### src/rtl/uart_tx_arbiter.sv
// ---------------------------------------------------------------------------
// uart_tx_arbiter
//
// Shares one UART transmitter between N_REQ byte-stream requesters. Grants
// are round-robin and message-atomic: an owner keeps the transmitter until it
// marks the last byte, hits the per-grant burst limit, or leaves valid low for
// STALL_MAX cycles. Each accepted byte is sequenced through the transmitter's
// start/busy handshake.
//
// Ports
//   clk        in   system clock, rising edge
//   rst        in   asynchronous reset, active low
//   req_valid  in   [N_REQ]          requester i presents a byte
//   req_data   in   [N_REQ*DATA_W]   requester i byte at [i*DATA_W +: DATA_W]
//   req_last   in   [N_REQ]          presented byte ends the message
//   req_ready  out  [N_REQ]          byte accepted this cycle (one-hot or zero)
//   tx_data    out  [DATA_W]         byte to transmitter, held between starts
//   tx_start   out                   one-cycle start pulse to transmitter
//   tx_busy    in                    transmitter shifting a frame
//   grant      out  [N_REQ]          one-hot current owner, zero when idle
//   active     out                   a grant is held
// ---------------------------------------------------------------------------
module uart_tx_arbiter #(
    parameter int unsigned N_REQ     = 2,
    parameter int unsigned DATA_W    = 8,
    parameter int unsigned MAX_BURST = 16,
    parameter int unsigned STALL_MAX = 64
) (
    input  logic                     clk,
    input  logic                     rst,
    input  logic [N_REQ-1:0]         req_valid,
    input  logic [N_REQ*DATA_W-1:0]  req_data,
    input  logic [N_REQ-1:0]         req_last,
    output logic [N_REQ-1:0]         req_ready,
    output logic [DATA_W-1:0]        tx_data,
    output logic                     tx_start,
    input  logic                     tx_busy,
    output logic [N_REQ-1:0]         grant,
    output logic                     active
);

    localparam int unsigned IDX_W = (N_REQ > 1) ? $clog2(N_REQ) : 1;
    localparam logic [7:0]  BURST_LIM = 8'(MAX_BURST);
    localparam logic [9:0]  STALL_LIM = 10'(STALL_MAX - 1);

    typedef enum logic [1:0] {
        IDLE,
        SEND,
        WAIT_BUSY,
        WAIT_DONE
    } state_e;

    state_e             state_q;
    logic [N_REQ-1:0]   grant_q;
    logic [IDX_W-1:0]   owner_q;
    logic [IDX_W-1:0]   rr_ptr_q;
    logic [7:0]         burst_cnt_q;
    logic [9:0]         stall_cnt_q;
    logic               last_flag_q;
    logic [DATA_W-1:0]  tx_data_q;
    logic               tx_start_q;

    // Round-robin pick
    logic               pick_vld_d;
    logic [IDX_W-1:0]   pick_idx_d;
    logic [N_REQ-1:0]   pick_onehot_d;
    int unsigned        scan_idx;

    // Owner view
    logic               own_valid;
    logic               own_last;
    logic [DATA_W-1:0]  own_data;
    logic               accept;

    // Scan from the farthest position down to rr_ptr+1 so the closest valid
    // requester after the previous owner is written last and wins.
    always_comb begin
        pick_vld_d    = 1'b0;
        pick_idx_d    = '0;
        pick_onehot_d = '0;
        scan_idx      = 0;
        for (int unsigned k = N_REQ; k >= 1; k--) begin
            scan_idx = (32'(rr_ptr_q) + k) % N_REQ;
            if (req_valid[scan_idx]) begin
                pick_vld_d = 1'b1;
                pick_idx_d = IDX_W'(scan_idx);
            end
        end
        if (pick_vld_d) begin
            pick_onehot_d[pick_idx_d] = 1'b1;
        end
    end

    assign own_valid = req_valid[owner_q];
    assign own_last  = req_last[owner_q];
    assign own_data  = req_data[owner_q*DATA_W +: DATA_W];

    // A byte is taken only while the owner is valid and the line is free.
    assign accept = (state_q == SEND) && own_valid && !tx_busy;

    always_comb begin
        req_ready = '0;
        if (accept) begin
            req_ready[owner_q] = 1'b1;
        end
    end

    always_ff @(posedge clk or negedge rst) begin
        if (!rst) begin
            state_q     <= IDLE;
            grant_q     <= '0;
            owner_q     <= '0;
            rr_ptr_q    <= IDX_W'(N_REQ - 1);
            burst_cnt_q <= '0;
            stall_cnt_q <= '0;
            last_flag_q <= 1'b0;
            tx_data_q   <= '0;
            tx_start_q  <= 1'b0;
        end else begin
            tx_start_q <= 1'b0;
            case (state_q)
                IDLE: begin
                    if (pick_vld_d) begin
                        grant_q     <= pick_onehot_d;
                        owner_q     <= pick_idx_d;
                        burst_cnt_q <= '0;
                        stall_cnt_q <= '0;
                        state_q     <= SEND;
                    end
                end

                SEND: begin
                    if (accept) begin
                        tx_data_q   <= own_data;
                        tx_start_q  <= 1'b1;
                        last_flag_q <= own_last;
                        burst_cnt_q <= (burst_cnt_q == 8'hFF) ? burst_cnt_q
                                                              : burst_cnt_q + 8'd1;
                        stall_cnt_q <= '0;
                        state_q     <= WAIT_BUSY;
                    end else if (!own_valid) begin
                        // Owner went quiet mid-message: revoke after STALL_MAX
                        // idle cycles; the message is treated as truncated.
                        if (stall_cnt_q >= STALL_LIM) begin
                            rr_ptr_q <= owner_q;
                            grant_q  <= '0;
                            state_q  <= IDLE;
                        end else begin
                            stall_cnt_q <= stall_cnt_q + 10'd1;
                        end
                    end
                end

                WAIT_BUSY: begin
                    if (tx_busy) begin
                        state_q <= WAIT_DONE;
                    end
                end

                WAIT_DONE: begin
                    if (!tx_busy) begin
                        if (last_flag_q || (burst_cnt_q >= BURST_LIM)) begin
                            rr_ptr_q <= owner_q;
                            grant_q  <= '0;
                            state_q  <= IDLE;
                        end else begin
                            state_q <= SEND;
                        end
                    end
                end

                default: begin
                    grant_q <= '0;
                    state_q <= IDLE;
                end
            endcase
        end
    end

    assign grant    = grant_q;
    assign tx_data  = tx_data_q;
    assign tx_start = tx_start_q;
    assign active   = (state_q != IDLE);

endmodule

### config.mk
export PLATFORM = sky130hd
export DESIGN_NAME = uart_tx_arbiter
export DESIGN_NICKNAME = d
export VERILOG_FILES = /design/src/rtl/uart_tx_arbiter.sv
export SDC_FILE = /design/constraint.sdc
export NUM_CORES = 1
export LEC_CHECK = 0
export CAP_MARGIN = 20
export CORE_AREA = 2 2 68 70
export CTS_CLUSTER_SIZE = 16
export DETAILED_ROUTE_END_ITERATION = 6
export DIE_AREA = 0 0 70 72
export PLACE_DENSITY = 0.76
export SYNTH_ARGS = -nofsm -noshare
export SYNTH_HDL_FRONTEND = slang
export SYNTH_SLANG_ARGS = --single-unit
### constraint.sdc
create_clock -name clk -period 2 [get_ports clk]
set_input_delay 0.4 -clock clk [delete_from_list [all_inputs] [get_ports clk]]
set_output_delay 0.4 -clock clk [all_outputs]
set_load 0.01 [all_outputs]
==> results of run 1 <==
cell usage in the layout, fill, tap and decap left out, types with 2 or more instances in the layout:
master,Yosys,routed
nor2_1,14,13
a21oi_1,14,14
a21o_1,2,2
mux2i_1,18,17
and2_1,2,2
o211ai_1,4,4
mux2_2,4,4
nand3_1,8,8
clkbuf_8,0,5
o22ai_1,2,2
o21ai_0,7,7
or4_1,6,5
inv_1,7,7
dfrtp_1,33,32
buf_4,0,21
nor3_1,3,2
clkdlybuf4s50_1,0,31
dlygate4sd2_1,0,3
clkbuf_1,10,2
nand2_1,13,13
ha_1,3,3
nand2b_1,7,7
nor2b_1,5,5
o31ai_1,4,4
nor4_1,7,7
cells by family (layout without fill, tap and decap cells):
| family | after synthesis | count (layout) | share of synthesized area |
|---|---|---|---|
| flops | 34 | 34 | 0.461 |
| mux | 23 | 23 | 0.130 |
| buf+inv | 19 | 72 | 0.0434 |
| simple gates | 70 | 70 | 0.199 |
| fa+ha+maj | 3 | 3 | 0.0203 |
| compound gates | 42 | 42 | 0.146 |
repair_timing:
action	4_1_cts	5_1_grt
hold buffers	0	0
endpoints found under the setup margin	5	5
gates resized for setup	7	7
pin swaps	0	1
setup buffers	0	0
metrics by stage:
step           setup WS, ns  hold slack, ns
6_report             0.0781           0.504
2_1_floorplan        0.0872           0.104
4_1_cts             0.00692           0.507
3_5_place_dp         -0.298           0.493
3_3_place_gp         -0.264           0.484
5_1_grt              0.0227           0.531
worst paths after layout:
path	to	slack, ns	cells after the start
setup / recovery	stall_cnt_q[4]$_DFFE_PN0P_	0.08	4
hold / removal	stall_cnt_q[7]$_DFFE_PN0P_	0.50	1
setup reg to reg	stall_cnt_q[4]$_DFFE_PN0P_	0.08	4
hold reg to reg	stall_cnt_q[7]$_DFFE_PN0P_	0.50	1
max in group asynchronous	rr_ptr_q$_DFFE_PN1P_	1.17	2
min in group asynchronous	grant[0]$_DFFE_PN0P_	0.51	2
report_power, final:
group          switching [mW]  total [mW]  leakage (nW)  internal, mW
sequential              0.138        1.03         0.432         0.891
combinational           0.719        1.43         0.600         0.708
clock                   0.244       0.617        0.0524         0.373
total                    1.10        3.07          1.08          1.97
state kept, by name, summed over array words and instances (netlist names), 2 cells and up, named ones only:
register / flops
stall_cnt_q: 10
tx_data: 8
grant: 2
burst_cnt_q: 8
per-layer routing:
metal  vias to the layer above  GRT usage  routed length [um]
li1                        798          -                   -
met1                       740      0.238                1900
met2                        45      0.284                1880
met3                         7     0.0583                 286
met4                         0     0.0769                  60
met5                         -          0                   0
cell type report:
| class | instances | area (sq um) | share of cell area |
|---|---|---|---|
| timing repair buffer | 57 | 512 | 0.204 |
| clock buffer | 7 | 76.3 | 0.0305 |
| clock inverter | 1 | 30.0 | 0.0120 |
| tap | 52 | 65.1 | 0.0260 |
| sequential | 34 | 853 | 0.341 |
| inverter | 7 | 26.3 | 0.0105 |
| multi-input combinational | 138 | 942 | 0.376 |
==> run_results.csv, run 1 <==
group,metric,value,unit
status,status,"complete, no violations",
clock_tree,h-tree-depth,2,
timing,hold_viol_final,0,
timing,max_slew_margin,0.705,
critical_path,crit_arrival,2.14,ns
global_route,antenna_found_initial,0,
logic_synthesis,yosysWarnings,0,
final_layout,final_nets,269,
run,maxCapViolCount,0,
logic_synthesis,synth_cell_types,38,
route,firstDrtPassIters,4,
timing,finalSetupViolCount,0,
timing,period_needed,1.92,ns
final_layout,final_util,0.587,
final_layout,syn_to_final_growth,35.6,%
critical_path,cp_cell_sequence,"mux2_4, a311o_1, or4_1, a21oi_1",
timing,worst_pin_slew,0.439,ns
place,placed_cells_incl_taps,288,
final_layout,final_cells,296,
place,port_buffers,36,
route,drtIter0Drc,42,
logic_synthesis,ys_seq_area_frac,0.461,
critical_path,worstSetupEndpointType,"register",
pwr,design_power_total,3.07,mW
final_layout,fill_cells,360,
logic_synthesis,synth_top_area_cell,"dfrtp_1",
route,route.detailed.drc,0,
floorplan,die_x,70,um
clock_tree,clk_pin_slew_worst_paths,0.07,ns
timing,fin_crit_sh,0.961,
logic_synthesis,syn_inst,191,
final_layout,drive_above_1_share,0.172,
floorplan,rows,24,
critical_path,path_delay_family,"compound AO/OA/AOI/OAI gates",
route,wire_per_inst,13.9,um
floorplan,pin_count,37,
floorplan,core,4260,sq um
critical_path,critPathMaxStageDelay,0.49,ns
logic_synthesis,synth_most_common_cell,"dfrtp_1",
clock_tree,cts.sinks,34,
timing,fmax,520,MHz
pwr,max-vdd-ir-drop,0.000714,V
logic_synthesis,synth_edf_count,0,
pwr,power_density,1230,nW/um^2
global_route,grtUsageTotal,0.183,
min_path,min_from,"stall_cnt_q[7]$_DFFE_PN0P_",
global_route,grt_pass1_wl,7350,um
global_route,grt_pass1_vias,1625,
route,final_antenna_net_count,0,
final_layout,design_area,2500,sq um
clock_tree,clk-insertion-delay-late,0.29,ns
min_path,hold_class,"reg2reg",
logic_synthesis,syn_nets,217,
critical_path,cp.required,2.21,ns
global_route,overflow,0,
route,vias,1590,
logic_synthesis,synth-async-reset-ratio,1.00,
logic_synthesis,synth.top_cell.area_share,0.447,
floorplan,die_h,72,um
floorplan,dieArea,5040,sq um
route,routed_via_density,5.37,
critical_path,crit-reg2reg-launch,"owner_q$_DFFE_PN0P_",
clock_tree,cts-root-buf,"clkbuf_8",
place,hpwl,2970,um
timing,slew_violations,0,
critical_path,crit_fanout,6,
floorplan,start_util,0.433,
logic_synthesis,netlist_area,1850,sq um
final_layout,diodes,0,
logic_synthesis,syn_avg_cell_area,9.67,sq um
route,drt-total-wl,4130,um
place,gp_congestion,0.800,
critical_path,startpoint,"owner_q$_DFFE_PN0P_",
global_route,grt_max_degree,35,
timing,rsz0062_at_grt,"no",
pwr,leakagePower,1.08,nW
logic_synthesis,synthTopCellsByCount,"dfrtp_1 (33), mux2i_1 (18), a21oi_1 (14), nor2_1 (14), nand2_1 (13)",
timing,fin_worst_skew,0.00831,ns
clock_tree,numCtsBuffers,5,
clock_tree,ctsLongestPathBuffers,2,
clock_tree,cts_tree,"done",
critical_path,cp_slowest_cell,"or4_1",
logic_synthesis,ys_ff_latch,34,
logic_synthesis,synthTopCellsByArea,"dfrtp_1 (45%), mux2i_1 (9.8%), a21oi_1 (3.8%), nor2_1 (2.8%), nand2_1 (2.6%)",
logic_synthesis,synth-main-ff-cell,"dfrtp_1",
critical_path,critPathBufInv,0,
critical_path,start_kind,"register",
critical_path,criticalPathCategory,"reg2reg",
timing,tns,0,ns
place,dpl_cell_area,2380,sq um
(Power assumes the default switching activity.)
==> run 2, diff against run 1 <==
- CELL_PAD_IN_SITES_DETAIL_PLACEMENT: default -> 1
- CELL_PAD_IN_SITES_GLOBAL_PLACEMENT: default -> 1
- CORE_AREA: 2 2 68 70 -> 2 2 76 78
- DIE_AREA: 0 0 70 72 -> 0 0 78 80
- PLACE_DENSITY: 0.76 -> 0.79
==> run_results.csv, run 2 (synthesis results as in run 1) <==
group,metric,value,unit
min_path,hold_class,"in2async",
timing,fmax,513,MHz
timing,finalSetupViolCount,0,
floorplan,die_h,80,um
final_layout,mostFrequentLayoutCells,"dfrtp_1 (32), clkdlybuf4s50_1 (30), buf_4 (24), mux2i_1 (17), a21oi_1 (14)",
timing,fin_worst_skew,0.00436,ns
place,port_buffers,36,
clock_tree,cts_hold_buf,0,
pwr,leakagePower,1.11,nW
floorplan,pin_count,37,
pwr,swShare,0.369,
pwr,p_clk_frac,0.201,
pwr,design_power_total,3.19,mW
final_layout,seq_area,853,sq um
place,dp_slack,-0.443,ns
critical_path,worstSetupEndpointType,"primary output",
route,routed_via_density,5.20,
global_route,grt_pass1_wl,8320,um
final_layout,multi_input_area,957,sq um
final_layout,final_common_cell,"dfrtp_1",
critical_path,crit_fanout,6,
critical_path,rrSetupSlack,0.09,ns
route,vias,1659,
route,route.detailed.drc,0,
clock_tree,cts-root-buf,"clkbuf_8",
final_layout,diodes,0,
floorplan,rows,27,
place,hpwl,3620,um
floorplan,core,5410,sq um
timing,fin_ws,0.0507,ns
global_route,grtUsageTotal,0.171,
floorplan,start_util,0.342,
pwr,power_density,1240,nW/um^2
clock_tree,cts.sinks,34,
clock_tree,cts_tree,"done",
floorplan,dieArea,6240,sq um
status,status,"complete, no violations",
timing,slew_violations,0,
clock_tree,ctsLongestPathBuffers,2,
timing,worst_pin_slew,0.530,ns
pwr,p_sw,1.17,mW
route,drtIter0Drc,43,
final_layout,regMostFlops,"stall_cnt_q",
pwr,pwr-share-seq,0.326,
place,gp_congestion,0.749,
run,maxCapViolCount,0,
final_layout,drive_above_1_share,0.190,
global_route,grt_max_degree,23,
floorplan,die_x,78,um
critical_path,crit_arrival,1.55,ns
global_route,grt_pass1_vias,1768,
final_layout,largest_register_ffs,10,
route,wire_per_inst,15.4,um
route,firstDrtPassIters,4,
route,drt-total-wl,4900,um
timing,hold_viol_final,0,
timing,whs,0.0754,ns
pwr,cell_internal_pwr,2.01,mW
clock_tree,clk_pin_slew_worst_paths,0.07,ns
critical_path,cp.required,1.60,ns
pwr,combPwrFrac,0.473,
timing,tns,0,ns
timing,fin_crit_sh,0.975,
critical_path,start_kind,"register",
pwr,max-vdd-ir-drop,0.000578,V
final_layout,syn_to_final_growth,39.0,%
timing,max_slew_margin,0.646,
route,final_antenna_net_count,0,
global_route,antenna_found_initial,0,
final_layout,final_nets,272,
critical_path,criticalPathCategory,"reg2out",
global_route,overflow,0,
final_layout,fill_cells,625,
timing,period_needed,1.95,ns
clock_tree,numCtsBuffers,5,
clock_tree,clk-insertion-delay-late,0.30,ns
clock_tree,h-tree-depth,2,
run 2: per-layer routing:
| metal | global-route usage | routed length [um] |
|---|---|---|
| met2 | 0.298 | 2510 |
| met5 | 0 | 0 |
| met3 | 0.0600 | 295 |
| met1 | 0.194 | 2030 |
| met4 | 0.0579 | 65 |
run 2: worst max-delay path, stage by stage (launching register included):
cell,delay [ns]
dfrtp_2,0.44
mux2i_2,0.30
nor3_2,0.07
and2_1,0.16
dlygate4sd2_1,0.28
run 2: cell type report:
cell class,instances,share of cell area
well taps,72,0.0351
repair buffers,60,0.208
multi-input cells,138,0.373
inverters,7,0.0102
flip-flops and latches,34,0.333
clock buffers,7,0.0297
clock inverters,1,0.0117
run 2: power groups by stage:
stage	registers, mW	logic, mW	clock network [mW]
after floorplan	1.06	0.781	0
after global placement	1.03	1.39	0
after detailed placement	1.04	1.44	0
after CTS	1.04	1.48	0.654
after global routing	1.06	1.66	0.686
final	1.04	1.51	0.640
run 2: worst paths after layout:
path	startpoint	to	cells past startpoint
worst max-delay path	owner_q$_DFFE_PN0P_	req_ready[1]	4
worst min-delay path	rst	burst_cnt_q[1]$_DFFE_PN0P_	1
worst max register to register	burst_cnt_q[4]$_DFFE_PN0P_	grant[0]$_DFFE_PN0P_	4
worst min register to register	stall_cnt_q[9]$_DFFE_PN0P_	stall_cnt_q[9]$_DFFE_PN0P_	1
max in group asynchronous	rst	rr_ptr_q$_DFFE_PN1P_	2
min in group clk	stall_cnt_q[9]$_DFFE_PN0P_	stall_cnt_q[9]$_DFFE_PN0P_	1
run 2: what timing repair did:
| item | CTS | global route |
|---|---|---|
| setup buffers | 0 | 2 |
| pin swaps | 0 | 1 |
| resized for setup | 11 | 4 |
| endpoints found under the setup margin | 14 | 10 |
run 2: per-stage QoR:
step,utilization,cells,cell area (sq um)
after CTS,0.469,317,2530
after global routing,0.475,319,2570
after floorplan,-,191,1850
after detailed placement,0.446,309,2410
after global placement,0.446,309,2410
final,0.475,319,2570
==> run 3, diff against run 2 <==
- CELL_PAD_IN_SITES_GLOBAL_PLACEMENT: 1 -> 2
- CORE_AREA: 2 2 76 78 -> 2 2 85 87
- DIE_AREA: 0 0 78 80 -> 0 0 87 89
- PLACE_DENSITY: 0.79 -> default
- PLACE_DENSITY_LB_ADDON: default -> 0.15
==> run_results.csv, run 3 (synthesis results as in run 1) <==
group,metric,value,unit
final_layout,regMostFlops,"stall_cnt_q",
critical_path,criticalPathCategory,"reg2reg",
route,drtIter0Drc,85,
critical_path,critPathBufInv,0,
critical_path,cp_cell_sequence,"or4_1, or3_4, o2111ai_2, mux2_2",
final_layout,syn_to_final_growth,41.0,%
pwr,max-vdd-ir-drop,0.000543,V
status,status,"complete, no violations",
floorplan,dieArea,7740,sq um
global_route,grt_pass1_wl,9120,um
final_layout,largest_register_ffs,10,
final_layout,drive_above_1_share,0.192,
clock_tree,numCtsBuffers,5,
route,drt-total-wl,5080,um
final_layout,final_util,0.388,
route,final_antenna_net_count,0,
timing,fin_worst_skew,0.00764,ns
clock_tree,post_cts_buffers,0,
pwr,power_density,1210,nW/um^2
min_path,hold_class,"reg2reg",
timing,fmax,511,MHz
place,port_buffers,36,
critical_path,cp.required,2.16,ns
timing,finalSetupViolCount,0,
final_layout,fill_cells,783,
pwr,cell_internal_pwr,2.01,mW
timing,hold_viol_final,0,
timing,worst_pin_slew,0.469,ns
pwr,design_power_total,3.15,mW
clock_tree,clk_pin_slew_worst_paths,0.07,ns
timing,period_needed,1.96,ns
final_layout,design_area,2600,sq um
route,route.detailed.drc,0,
clock_tree,clk-insertion-delay-late,0.28,ns
route,firstDrtPassIters,4,
place,hpwl,3830,um
route,vias,1633,
global_route,grtUsageTotal,0.152,
final_layout,final_cells,330,
global_route,overflow,0,
run,maxCapViolCount,0,
clock_tree,cts_tree,"done",
final_layout,diodes,0,
place,dpl_cell_area,2460,sq um
floorplan,die_x,87,um
critical_path,cp_slowest_cell,"or4_1",
critical_path,critPathMaxStageDelay,0.57,ns
clock_tree,cts_hold_buf,0,
critical_path,crit_fanout,3,
route,routed_via_density,4.95,
pwr,combPwrFrac,0.474,
clock_tree,h-tree-depth,2,
timing,slew_violations,0,
clock_tree,cts.sinks,34,
critical_path,start_kind,"register",
pwr,leakagePower,1.12,nW
critical_path,worstSetupEndpointType,"register",
floorplan,pin_count,37,
final_layout,final_common_cell,"dfrtp_1",
timing,whs,0.511,ns
final_layout,seq_area,853,sq um
final_layout,multi_input_area,956,sq um
global_route,grt_pass1_vias,1886,
route,wire_per_inst,15.4,um
timing,max_slew_margin,0.687,
clock_tree,cts-root-buf,"clkbuf_8",
floorplan,die_h,89,um
global_route,antenna_found_initial,0,
floorplan,start_util,0.275,
floorplan,rows,30,
critical_path,path_delay_family,"simple AND/OR/NAND/NOR gates",
pwr,p_sw,1.14,mW
place,gp_congestion,0.809,
pwr,swShare,0.361,
critical_path,crit_arrival,2.12,ns
global_route,grt_max_degree,35,
pwr,pwr-share-seq,0.329,
final_layout,mostFrequentLayoutCells,"dfrtp_1 (32), clkdlybuf4s50_1 (31), buf_4 (27), mux2i_1 (17), a21oi_1 (14)",
timing,fin_crit_sh,0.979,
pwr,p_clk_frac,0.196,
place,placed_cells_incl_taps,322,
floorplan,core,6720,sq um
final_layout,final_nets,275,
clock_tree,ctsLongestPathBuffers,2,
run 3: repair_timing:
action	4_1_cts	5_1_grt
resized for setup	11	7
setup endpoints to repair	9	6
pin swaps	1	0
run 3: cell type report:
cell class,instances,share of cell area
clock buffer,7,0.0293
clock inverter,1,0.0115
inverter,7,0.0101
multi-input combinational,138,0.367
sequential,34,0.328
tap,80,0.0384
timing repair buffer,63,0.216
run 3: final timing paths:
path / from / end / slack (ns) / cells after the start
worst max-delay path: burst_cnt_q[7]$_DFFE_PN0P_ / grant[1]$_DFFE_PN0P_ / 0.04 / 4
worst min-delay path: grant[0]$_DFFE_PN0P_ / grant[0]$_DFFE_PN0P_ / 0.51 / 1
worst max register to register: burst_cnt_q[7]$_DFFE_PN0P_ / grant[1]$_DFFE_PN0P_ / 0.04 / 4
worst min register to register: grant[0]$_DFFE_PN0P_ / grant[0]$_DFFE_PN0P_ / 0.51 / 1
max in group asynchronous: rst / owner_q$_DFFE_PN0P_ / 1.10 / 2
min in group asynchronous: rst / burst_cnt_q[6]$_DFFE_PN0P_ / 0.54 / 2
run 3: metal layers:
layer / up-vias / GRT usage / part of all wire
met4: 0 / 0.0469 / 0.013
li1: 806 / - / -
met2: 38 / 0.257 / 0.50
met5: - / 0 / 0
met1: 785 / 0.183 / 0.44
met3: 4 / 0.0508 / 0.047
run 3: power groups by stage:
stage,sequential [mW],combinational (mW),clock [mW]
4_1_cts,1.04,1.51,0.652
5_1_grt,1.07,1.66,0.688
2_1_floorplan,1.06,0.781,0
6_report,1.04,1.49,0.618
3_5_place_dp,1.04,1.48,0
3_3_place_gp,1.03,1.43,0
run 3: worst register-to-register path, cell delays in order (launching register included):
cell	delay (ns)
dfrtp_1	0.39
or4_1	0.57
or3_4	0.37
o2111ai_2	0.14
mux2_2	0.38
run 3: metrics by stage:
step	TNS, ns	worst slack (ns)
3_5_place_dp	-6.28	-0.421
5_1_grt	-0.0191	-0.00976
6_report	0	0.0425
3_3_place_gp	-5.15	-0.317
4_1_cts	0	0.0192
2_1_floorplan	0	0.0872
